[config.mk]
export PLATFORM = sky130hd
export DESIGN_NAME = ldl_sfifo_ctrl
export DESIGN_NICKNAME = d
export VERILOG_FILES = /design/src/rtl/ldl_sfifo_ctrl.sv
export SDC_FILE = /design/constraint.sdc
export NUM_CORES = 1
export LEC_CHECK = 0
export ABC_AREA = 1
export BUFFER_PORTS_ARGS = -buffer_cell sky130_fd_sc_hd__buf_4
export CORE_UTILIZATION = 46
export CTS_BUF_LIST = sky130_fd_sc_hd__clkbuf_8
export DETAILED_ROUTE_END_ITERATION = 8
export PLACE_DENSITY_LB_ADDON = 0.2
export RECOVER_POWER = 25
export SYNTH_ARGS = -nofsm -noshare
export SYNTH_HDL_FRONTEND = slang
export SYNTH_SLANG_ARGS = --single-unit
[constraint.sdc]
create_clock -name clk -period 1.7 [get_ports clk]
set_clock_uncertainty 0.15 [all_clocks]
set_input_delay 0.085 -clock clk [delete_from_list [all_inputs] [get_ports clk]]
set_output_delay 0.085 -clock clk [all_outputs]
set_load 0.05 [all_outputs]
[src/rtl/ldl_sfifo_ctrl.sv]
// ============================================================================
// ldl_sfifo_ctrl
// ----------------------------------------------------------------------------
// Single-clock synchronous FIFO controller that drives an external simple
// dual-port RAM. The RAM has a registered read port, so read data on doutb
// arrives one cycle after reb. The controller owns the write and read
// pointers, the word count and the full/empty flags.
//
// Build option:
//   LDL_SFIFO_FWFT_EN  - when defined, first-word-fall-through mode. The head
//                        word is prefetched into the RAM output register, so
//                        dout is valid whenever empty is low. When undefined,
//                        standard mode: dout is valid the cycle after a pop.
//
// Parameters:
//   DWIDTH - data width of the RAM and FIFO words
//   AWIDTH - RAM address width, DEPTH = 2**AWIDTH words
//
// Ports:
//   clk    in   clock, rising edge
//   rstn   in   asynchronous active-low reset
//   push   in   write request
//   din    in   write data
//   full   out  FIFO holds DEPTH words
//   pop    in   read request
//   dout   out  read data, taken straight from doutb
//   empty  out  no readable word
//   count  out  total words held, 0..DEPTH
//   wea    out  RAM write enable
//   addra  out  RAM write address
//   dina   out  RAM write data
//   reb    out  RAM read enable
//   addrb  out  RAM read address
//   doutb  in   RAM registered read data
// ============================================================================
module ldl_sfifo_ctrl #(
    parameter int DWIDTH = 8,
    parameter int AWIDTH = 4
) (
    input  logic              clk,
    input  logic              rstn,
    input  logic              push,
    input  logic [DWIDTH-1:0] din,
    output logic              full,
    input  logic              pop,
    output logic [DWIDTH-1:0] dout,
    output logic              empty,
    output logic [AWIDTH:0]   count,
    output logic              wea,
    output logic [AWIDTH-1:0] addra,
    output logic [DWIDTH-1:0] dina,
    output logic              reb,
    output logic [AWIDTH-1:0] addrb,
    input  logic [DWIDTH-1:0] doutb
);

    localparam logic [AWIDTH:0] DEPTH_C = (AWIDTH + 1)'(1) << AWIDTH;

    logic [AWIDTH-1:0] wptr_q, wptr_d;
    logic [AWIDTH-1:0] rptr_q, rptr_d;
    logic [AWIDTH:0]   count_q, count_d;
    logic              full_q, full_d;
    logic              pushAcc;
    logic              popAcc;

    // Accepts are gated by rstn so that wea and reb stay low while reset is held.
    // full gates push and empty gates pop, which settles the full/empty
    // simultaneous-request corner cases without extra logic.
    assign pushAcc = rstn && push && !full_q;
    assign popAcc  = rstn && pop && !empty;

    assign wea   = pushAcc;
    assign addra = wptr_q;
    assign dina  = din;
    assign addrb = rptr_q;
    assign dout  = doutb;
    assign full  = full_q;
    assign count = count_q;

    // Next-state for pointers, count and full. Pointers wrap naturally because
    // DEPTH is a power of two. full is computed from the next count so it is
    // registered alongside it.
    always_comb begin
        wptr_d = wptr_q;
        if (pushAcc) begin
            wptr_d = wptr_q + 1'b1;
        end
        rptr_d = rptr_q;
        if (reb) begin
            rptr_d = rptr_q + 1'b1;
        end
        count_d = count_q;
        if (pushAcc && !popAcc) begin
            count_d = count_q + 1'b1;
        end else if (!pushAcc && popAcc) begin
            count_d = count_q - 1'b1;
        end
        full_d = (count_d == DEPTH_C);
    end

    // Pointer and occupancy registers. Reset discards every stored word; the
    // RAM itself is left untouched.
    always_ff @(posedge clk or negedge rstn) begin
        if (!rstn) begin
            wptr_q  <= '0;
            rptr_q  <= '0;
            count_q <= '0;
            full_q  <= 1'b0;
        end else begin
            wptr_q  <= wptr_d;
            rptr_q  <= rptr_d;
            count_q <= count_d;
            full_q  <= full_d;
        end
    end

`ifdef LDL_SFIFO_FWFT_EN

    typedef enum logic {
        HEAD_EMPTY = 1'b0,
        HEAD_VALID = 1'b1
    } head_state_e;

    head_state_e     state_q, state_d;
    logic [AWIDTH:0] ramCnt;

    // count includes the head word sitting in the RAM output register, so the
    // words still waiting inside the RAM are count minus that head. A fetch is
    // issued whenever the RAM has a word and the head slot is free or being
    // consumed this cycle, which gives one word per clock on back-to-back pops.
    always_comb begin
        ramCnt  = (state_q == HEAD_VALID) ? (count_q - 1'b1) : count_q;
        reb     = rstn && (ramCnt != '0) && ((state_q == HEAD_EMPTY) || popAcc);
        state_d = state_q;
        if (reb) begin
            state_d = HEAD_VALID;
        end else if (popAcc) begin
            state_d = HEAD_EMPTY;
        end
    end

    // Head-register state machine; empty is a direct decode of the state.
    always_ff @(posedge clk or negedge rstn) begin
        if (!rstn) begin
            state_q <= HEAD_EMPTY;
        end else begin
            state_q <= state_d;
        end
    end

    assign empty = (state_q == HEAD_EMPTY);

`else

    // Standard mode: each accepted pop reads the RAM directly and the data
    // appears on dout the following cycle.
    assign reb   = popAcc;
    assign empty = (count_q == '0);

`endif

endmodule

* Word level (Yosys, flattened, before mapping)
Index checks and enable logic that the tools add are counted.
** Operators by class
- $add $sub $neg :: 4
- Equality and inequality tests :: 1
- Multiplexer cells :: 2
- Reduce and logical (&&, ||, !) cells :: 11
** Operators by type and width (count)
- 5-bit two-way mux :: 2
- 4-bit by 1-bit adder with 4-bit output, second input constant :: 2
- 1-bit logical AND :: 6
- 5-bit by 1-bit adder with 5-bit output, second input constant :: 1
- 5-bit == test, second input constant :: 1
- 5-bit zero test :: 1
- 5-bit by 1-bit subtractor with 5-bit output, second input constant :: 1
- 1-bit zero test :: 4
** Word-level totals
- Bits in registers :: 14
- Input bits :: 20
- Output and inout bits :: 33
- Word-level logic and storage cells :: 22

* Logic depth before layout (Yosys ltp)
Gate-level depths: netlist of the first run.
- Word-level depth :: 7
- Gate-level depth with buffers :: 11
- Mapped depth without buffers :: 11

* Worst setup path before layout of the first run
No wires, ideal clock.
- Kind :: register to register
- From :: reg count_q[0] (netlist: count[0])
- To :: reg rptr_q[3] (netlist: addrb[3])
- Library setup time :: 140 ps
- Data arrival time :: 1967 ps
- Data required time :: 1410 ps
- Path slack :: -558 ps
- Stages on the path, launching flop included :: 8
- Buffers on the path :: 0
- Period minus slack after synthesis :: 2258 ps
- Cells stage by stage :: dfrtp_1 -> inv_1 -> ha_1 -> nand3_4 -> nand2_8 -> inv_1 -> nand4_1 -> xnor2_1
** On the way
- Cells in the longest elaborated chain, start to end :: 3
** Ends and longest elaborated chain
- start: declaration :: line 61 : logic [AWIDTH:0] count_q, count_d;
- start signal: assignment :: line 112 : count_q <= count_d;
- 5-bit zero test :: line 158 : assign empty = (count_q == '0);
- 1-bit zero test :: line 70 : assign popAcc = rstn && pop && !empty;
- 1-bit logical AND :: line 70
- net reb :: line 52 : output logic reb,
- end signal: assignment :: line 111 : rptr_q <= rptr_d;
- end: declaration :: line 60 : logic [AWIDTH-1:0] rptr_q, rptr_d;
The timed path passes the listed nets, and every way through them passes these cells.
A chain may end at the register's enable or synchronous reset.

* Worst setup path after layout of the first run
- From :: reg count_q[0] (netlist: count[0])
- To :: reg full_q (netlist: full)
** On the way
- Cells in the longest elaborated chain, start to end :: 7
- Elaborated cells between the ends (all ways) :: 11
- Those cells by class :: 2 x add/sub; 1 x eq/ne; 2 x mux; 6 x reduce/logical
** Ends and longest elaborated chain
- branches (longest 5 deep; another with 5-bit by 1-bit subtractor with 5-bit output)
- 5-bit two-way mux (*) :: line 93 : if (pushAcc && !popAcc) begin
- net count_d[4] :: line 61
- 5-bit == test (*) :: line 98 : full_d = (count_d == DEPTH_C);
- net full_d :: line 62 : logic full_q, full_d;
- end signal: assignment :: line 113 : full_q <= full_d;
- end: declaration :: line 62
Mark *: on every way through the listed nets, which the timed path passes.

==> out/metrics.cfg, run 1 <==
[job]
maxCapViolations = 0

[global_route]
grt_pass1_wl_um = 3440
grtUsageTotal_pct = 19.3
globalRouteOverflowTotal = 0
grt_pass1_vias = 735
antenna_found_initial = 0
grt_max_degree = 11

[timing]
slew_headroom_pct = 86.2
finalHoldViolations = 0
rsz0062_at_grt = true
worst_pin_slew_ps = 207
slew_viol_final = 0
whs_ps = 20.0
setup_tns_ps = 0
clock.fmax_mhz = 595
period_share_pct = 98.9
setup_violations = 0
final.min_clock_period_ps = 1680

[critical_path]
path_class = flop to flop
path_common_cell = nand2_1
crit_path_top_delay_cell = dfrtp_2
path_delay_family = simple AND/OR/NAND/NOR gates
cp_max_fo = 6
cp_cell_sequence = inv_2, ha_4, nand3_4, nand2_8, buf_4, nand4_2, nand2_1, inv_1, nor2_1, nand2_1, nor2_2
worstPathRequired_ps = 1730
critPathMaxStageDelay_ps = 440
arrival_ps = 1710
cp_num_buf_inv = 3
start_kind = flop
worst_setup_path_end_kind = flop

[cts]
cts_tree = built
htree_levels = 1
ctsLongestPathBuffers = 2
cts_root_buf = clkbuf_8
cts_sinks = 14
cts-buffers-inserted = 3
clk_latency_ps = 240
clk_pin_slew_ps = 50

[routing]
wirelength_um = 2030
postRouteAntennaNets = 0
vias = 805
drt_iter0_drc = 20
drt_first_pass_iters = 4
wl_per_cell_um = 12.5
vias_per_cell = 4.94
drc_errors = 0

[cells_and_area]
syn_to_final_growth_pct = 23.9
fillers = 189
nNetsFinal = 161
drive_above_1_share_pct = 42.6
diodes = 0

[die]
core_um2 = 2000
die_area_um2 = 2360
dieHeight_um = 48.6
start_util_pct = 49.9
row_count = 16
die_w_um = 48.6
pin_count = 53

[pwr]
intPower_w = 0.00129
p_sw_w = 0.00139
p_sw_share_pct = 51.8
seqPwrFrac_pct = 26.5
comb_power_share_pct = 61.8
pwr_density_cell_nw_per_um2 = 2170
clockPowerShare_pct = 11.7
power.leakage_nw = 0.620
ir_worst_vdd_mv = 1.25

[min_path]
hp-class = input port to output pin

[place]
finalWeightedCongestion = 0.761
dpl.hpwl_um = 1540
numPortBuffers = 20

[yosys]
syn-num-nets = 142
yosysUniqueCellTypes = 25
synth_cells = 118
avgSynthCellArea_um2 = 8.47
synth.cell_area_um2 = 1000
ys_warn_count = 0
ys_seq_elements = 14
seq_area_frac_synth_pct = 35.0

[status]
outcome = complete, no violations

per-layer routing:
layer	vias to the layer above	share of wire [%]	track usage (%)
li1	400	-	-
met3	8	6.2	7.23
met2	28	48	29.2
met1	369	44	23.6
met5	-	0	0
met4	0	2.0	10.3
flip-flops by register name, summed over array words and instances (netlist names):
signal,flops
count,5
addra,4
addrb,4
full,1
through the flow:
stage	std cells	setup slack [ps]	area [um^2]	util (%)	power, W
after floorplan	118	-109	1020	-	0.00196
after global placement	149	105	1080	54.2	0.00225
after detailed placement	149	61.3	1080	54.2	0.00228
after CTS	158	4.11	1180	59.1	0.00263
after global routing	163	-126	1240	61.9	0.00288
final	163	18.4	1240	61.9	0.00269
cell usage after synthesis:
master | instances | area (um^2)
nand3_2 | 4 | 40.0
or2_2 | 1 | 6.26
buf_6 | 1 | 11.3
a31oi_1 | 1 | 6.26
buf_4 | 16 | 120
ha_1 | 4 | 50.1
nor2_1 | 2 | 7.51
nand2_1 | 28 | 105
nand3_4 | 1 | 17.5
inv_4 | 1 | 6.26
nor2_4 | 1 | 11.3
nand3b_1 | 2 | 15.0
nand3_1 | 4 | 20.0
nand4_1 | 7 | 43.8
a21oi_1 | 2 | 10.0
nand2_2 | 1 | 6.26
nand4_2 | 1 | 12.5
inv_1 | 14 | 52.6
nor2_2 | 1 | 6.26
nor3_1 | 2 | 10.0
nand2_8 | 1 | 20.0
inv_2 | 2 | 7.51
dfrtp_1 | 14 | 350
xnor2_1 | 6 | 52.6
nand2_4 | 1 | 11.3
cell usage in the layout (no fill, tap or decap), types with 2 or more instances in the layout:
cell      synthesis  layout
nor3_1            2       2
buf_4            16      27
xnor2_1           6       6
nand3_2           4       3
a21oi_1           2       2
buf_6             1       3
nand3b_1          2       2
clkbuf_8          0       4
ha_1              4       3
inv_2             2       3
inv_1            14      11
nand3_1           4       4
dfrtp_2           0       5
dfrtp_1          14       9
nand4_1           7       7
nand3_4           1       2
nand2_1          28      28
nor2_1            2       2
path summary, 6_finish.rpt:
path	start	slack (ps)	cells past startpoint	end
max	count[0]	20	11	full
min	din[5]	20	0	dina[5]
max reg2reg	count[0]	20	11	full
min reg2reg	addrb[3]	310	1	addrb[3]
max in group asynchronous	rstn	1020	3	addrb[1]
min in group asynchronous	rstn	60	2	count[4]
power by group through the flow:
stage          sequential (W)  clock (W)  combinational (W)
2_1_floorplan         0.00122          0           0.000735
3_3_place_gp         0.000713          0            0.00154
3_5_place_dp         0.000727          0            0.00155
4_1_cts              0.000721   0.000328            0.00158
5_1_grt              0.000744   0.000349            0.00179
6_report             0.000713   0.000314            0.00166
layout make-up:
cell class	instances	area (um^2)	share of cell area (%)
clock buffers	4	55.1	4.44
flip-flops and latches	14	357	28.8
repair buffers	31	246	19.9
inverters	17	75.1	6.06
multi-input cells	70	472	38.1
well taps	27	33.8	2.73
cell families after synthesis:
kind of cell,after synthesis,share of synthesized area [%]
simple gates,57,33.3
buf+inv,34,19.8
flops,14,35.0
xor+xnor,6,5.26
fa+ha+maj,4,5.01
compound gates,3,1.63
worst reg2reg max path: stages (launching register included):
cell     delay [ps]
dfrtp_2         440
inv_2            90
ha_4            150
nand3_4         130
nand2_8         130
buf_4           120
nand4_2          60
nand2_1         100
inv_1            50
nor2_1           70
nand2_1          60
nor2_2           70
repair_timing:
| action | CTS | global route |
|---|---|---|
| gates resized for setup | 1 | 4 |
| pin swaps | 1 | 2 |
| endpoints found under the hold margin | 14 | 0 |
| setup endpoints to repair | 1 | 5 |
| hold buffers | 1 | 0 |
| buffers inserted | 4 | 5 |
(Power assumes the default switching activity.)
==> run 2: changes to the inputs <==
CORE_ASPECT_RATIO = 0.5   (was unset)
CORE_UTILIZATION = 33   (was 46)
==> out/metrics.cfg, run 2 (synthesis gave the netlist of run 1 again) <==
[status]
outcome = complete, no violations

[pwr]
power_w = 0.00275  ; +2.3%
ir_worst_vdd_mv = 0.883  ; -29%
power.leakage_nw = 0.627  ; +1.0%
pwr_density_cell_nw_per_um2 = 2180  ; +0.39%

[timing]
period_share_pct = 97.6  ; -1.3 points
setup_tns_ps = 0  ; unchanged
slew_viol_final = 0  ; unchanged
setup_violations = 0  ; unchanged
finalHoldViolations = 0  ; unchanged
whs_ps = 20.0  ; unchanged
rsz0062_at_grt = true
worst_pin_slew_ps = 205  ; -1.46 ps
final.min_clock_period_ps = 1660  ; -22.1 ps
slew_headroom_pct = 86.2  ; about the same
clock.fmax_mhz = 603  ; +1.3%

[global_route]
grt_pass1_vias = 701  ; -4.6%
antenna_found_initial = 0  ; unchanged
grtUsageTotal_pct = 14.3  ; -5.0 points
grt_max_degree = 12  ; +1
globalRouteOverflowTotal = 0  ; unchanged
grt_pass1_wl_um = 3310  ; -3.6%

[place]
dp.cells = 160  ; +7.4%
dpl.hpwl_um = 1520  ; -1.3%
finalWeightedCongestion = 0.882  ; +16%
numPortBuffers = 20  ; unchanged

[routing]
vias_per_cell = 4.66  ; -5.7%
drt_iter0_drc = 61  ; +200%
drt_first_pass_iters = 4  ; unchanged
wirelength_um = 2060  ; +1.6%
vias = 810  ; +0.62%
wl_per_cell_um = 11.9  ; -4.8%
postRouteAntennaNets = 0  ; unchanged
drc_errors = 0  ; unchanged

[cts]
cts-buffers-inserted = 3  ; unchanged
cts_sinks = 14  ; unchanged
clk_pin_slew_ps = 60  ; about the same
clk_latency_ps = 250  ; about the same
cts_tree = built
ctsLongestPathBuffers = 2  ; unchanged
cts_root_buf = clkbuf_8
htree_levels = 1  ; unchanged

[min_path]
hp-class = input port to output pin

[cells_and_area]
nNetsFinal = 162  ; +0.62%
largest_reg_flops = 5  ; unchanged
layoutNonFillerInstCount = 174  ; +6.7%
drive_above_1_share_pct = 44.5  ; +1.9 points
syn_to_final_growth_pct = 26.3
final_core_util_pct = 46.2  ; -16 points
layout_common_cells = 28 x buf_4, 27 x nand2_1, 11 x inv_1, 9 x dfrtp_1, 7 x nand4_1
diodes = 0  ; unchanged
fillers = 278  ; +47%
layout_commonest_cell = buf_4

[critical_path]
worstPathRequired_ps = 1460  ; -270 ps
cp_max_fo = 6  ; unchanged
worst_setup_path_end_kind = output pin
path_class = flop to output pin
r2r_slack_ps = 60  ; +40 ps
start_kind = flop
arrival_ps = 1420  ; -290 ps

[die]
die_area_um2 = 3270  ; +38%
row_count = 13  ; -3
core_um2 = 2730  ; +36%
die_w_um = 79.8  ; +64%
start_util_pct = 36.6  ; -13 points
dieHeight_um = 40.9  ; -16%
pin_count = 53  ; unchanged

[job]
maxCapViolations = 0  ; unchanged

run 2: timing repair:
action                                  in CTS  in global routing
endpoints found under the hold margin       14                  0
pin swaps                                    1                  3
buffers inserted                             4                  5
endpoints found under the setup margin       1                  3
resized for setup                            1                  5
hold buffers                                 1                  0
run 2: area by class of cell:
class	count	area, um^2	share of cell area (%)
Multi-Input combinational cell	70	478	37.9
Sequential cell	14	357	28.2
Timing Repair Buffer	32	254	20.1
Inverter	17	72.6	5.75
Clock buffer	4	55.1	4.36
Tap cell	37	46.3	3.67
run 2: critical path, cell delays in order (launching register included):
cell and delay (ps):
dfrtp_2 430, inv_2 90, ha_4 150, nand3_4 120, nand2_8 130, clkinvlp_4 100, buf_6 160
run 2: worst paths after layout:
kind | start | end | depth (start not counted)
worst max-delay path | count[1] | reb | 6
worst min-delay path | din[7] | dina[7] | 0
worst max register to register | count[1] | full | 9
worst min register to register | addrb[3] | addrb[3] | 1
max in group asynchronous | rstn | count[0] | 3
min in group asynchronous | rstn | addrb[2] | 2
run 2: per-layer routing:
layer / GRT usage (%) / wire length, um / vias up / share of wire, %
li1: - / - / 404 / -
met1: 17.7 / 1010 / 362 / 49
met2: 23.3 / 883 / 36 / 43
met3: 4.67 / 149 / 8 / 7.2
met4: 7.14 / 21 / 0 / 1.0
met5: 0 / 0 / - / 0
run 2: through the flow:
stage	setup slack (ps)	cell area, um^2
floorplan	-109	1020
global placement	68.8	1100
detailed placement	49.2	1100
CTS	21.8	1200
global route	-20.2	1260
finish	40.5	1260
run 2: power breakdown:
group | internal, W | switching (W) | leakage (nW)
registers | 0.000503 | 0.000190 | 0.164
logic | 0.000614 | 0.00111 | 0.433
clock network | 0.000206 | 0.000126 | 0.0288
total | 0.00132 | 0.00143 | 0.627
==> run 3: changes to the inputs <==
CORE_ASPECT_RATIO = unset   (was 0.5)
CORE_UTILIZATION = 45   (was 33)
==> out/metrics.cfg, run 3 (synthesis gave the netlist of run 1 again) <==
[status]
outcome = complete, no violations

[job]
maxCapViolations = 0  ; unchanged

[place]
finalWeightedCongestion = 0.796  ; -9.8%
dp_slack_ps = 84.5  ; +35.4 ps
numPortBuffers = 20  ; unchanged
dpl.hpwl_um = 1520  ; -0.19%

[critical_path]
arrival_ps = 1440  ; +20 ps
path_class = flop to output pin
crit_start = count[1]
start_kind = flop
reg2reg_depth = 7  ; -2
path_delay_family = flip-flops
r2r_end = full
worstPathRequired_ps = 1460  ; about the same
crit_path_top_delay_cell = dfrtp_2
cp_num_buf_inv = 3  ; unchanged
r2r_start = count[0]
cp_cell_sequence = inv_2, ha_4, nand3_4, nand2_8, clkinvlp_4, buf_6
critPathMaxStageDelay_ps = 440  ; about the same
worst_setup_path_end_kind = output pin
r2r_slack_ps = 40  ; -20 ps
cp_max_fo = 8  ; +2

[pwr]
ir_worst_vdd_mv = 1.16  ; +32%
power.leakage_nw = 0.599  ; -4.4%
power_w = 0.00268  ; -2.6%
pwr_density_cell_nw_per_um2 = 2240  ; +3.0%

[die]
core_um2 = 2020  ; -26%
pin_count = 53  ; unchanged
dieHeight_um = 49.1  ; +20%
die_w_um = 49.1  ; -38%
start_util_pct = 49.4  ; +13 points
die_area_um2 = 2410  ; -26%
row_count = 16  ; +3

[routing]
postRouteAntennaNets = 0  ; unchanged
vias_per_cell = 5.04  ; +8.2%
vias = 801  ; -1.1%
wl_per_cell_um = 12.8  ; +7.8%
drc_errors = 0  ; unchanged
drt_first_pass_iters = 4  ; unchanged
wirelength_um = 2030  ; -1.5%
drt_iter0_drc = 13  ; -79%

[cells_and_area]
fillers = 190  ; -32%
regArea_um2 = 357  ; unchanged
layout_commonest_cell = nand2_1
largest_reg_flops = 5  ; unchanged
drive_above_1_share_pct = 41.7  ; -2.9 points
diodes = 0  ; unchanged
nNetsFinal = 157  ; -3.1%
multi_input_comb_area_um2 = 467  ; -2.4%
layout_common_cells = 27 x nand2_1, 25 x buf_4, 11 x inv_1, 9 x dfrtp_1, 7 x nand4_1
syn_to_final_growth_pct = 19.4

[global_route]
grt_pass1_wl_um = 3450  ; +4.2%
globalRouteOverflowTotal = 0  ; unchanged
grtUsageTotal_pct = 18.9  ; +4.6 points
antenna_found_initial = 0  ; unchanged
grt_pass1_vias = 775  ; +11%
grt_max_degree = 15  ; +3

[cts]
htree_levels = 1  ; unchanged
cts-buffers-inserted = 3  ; unchanged
cts_tree = built
clk_pin_slew_ps = 60  ; about the same
clk_latency_ps = 250  ; about the same
ctsLongestPathBuffers = 2  ; unchanged
cts_root_buf = clkbuf_8
cts_sinks = 14  ; unchanged

[timing]
whs_ps = 20.0  ; -0.00560 ps
slew_viol_final = 0  ; unchanged
final.min_clock_period_ps = 1680  ; +17.5 ps
worst_pin_slew_ps = 636  ; +431 ps
clock.fmax_mhz = 596  ; -1.0%
setup_violations = 0  ; unchanged
rsz0062_at_grt = true
slew_headroom_pct = 57.5  ; -29 points
finalHoldViolations = 0  ; unchanged
period_share_pct = 98.6  ; +1.0 points
setup_tns_ps = 0  ; unchanged
fin_ws_ps = 23.0  ; -17.5 ps

[min_path]
hp-start = doutb[5]
hp-class = input port to output pin
min_to = dout[5]
hold_path_depth = 0  ; unchanged

## run 3: changes by cell type in the layout (fill, tap and decap cells not counted)
| cell | previous run | this run |
|---|---|---|
| a21oi_2 | 1 | 0 |
| buf_6 | 3 | 1 |
| nand3_4 | 2 | 1 |
| buf_4 | 28 | 25 |
| nand3_2 | 3 | 4 |
| a21oi_1 | 1 | 2 |
## run 3: routing by layer
layer | GRT usage [%] | routed length [um]
met5 | 0 | 0
met3 | 5.92 | 157
met4 | 9.80 | 44
met1 | 21.5 | 846
met2 | 31.3 | 985
## run 3: stage by stage
stage | utilization (%) | area, um^2 | cells
finish | 59.0 | 1190 | 159
global route | 59.0 | 1190 | 159
CTS | 58.5 | 1180 | 158
detailed placement | 53.7 | 1080 | 149
global placement | 53.7 | 1080 | 149
floorplan | - | 1020 | 118
## run 3: layout make-up
class / count / area share [%]
well taps: 27 / 2.83
multi-input cells: 70 / 39.1
flip-flops and latches: 14 / 29.9
inverters: 17 / 6.08
clock buffers: 4 / 4.61
repair buffers: 27 / 17.5
## run 3: power by group
group | internal (W) | switching (W) | leakage, nW | total, W
logic | 0.000568 | 0.00109 | 0.406 | 0.00166
clock network | 0.000205 | 0.000117 | 0.0288 | 0.000322
registers | 0.000503 | 0.000192 | 0.164 | 0.000695
## run 3: worst max path at each step
| stage | depth (start not counted) | to |
|---|---|---|
| after global routing | 9 | full |
| after floorplan | 7 | addrb[3] |
| after global placement | 11 | full |
| final | 6 | reb |
| after CTS | 6 | reb |
| after detailed placement | 9 | full |
## run 3: timing repair
item,4_1_cts,5_1_grt
buffers inserted,4,1
endpoints found under the setup margin,1,2
hold endpoints to repair,14,0
hold buffers,1,0
pin swaps,1,3
resized for setup,1,1
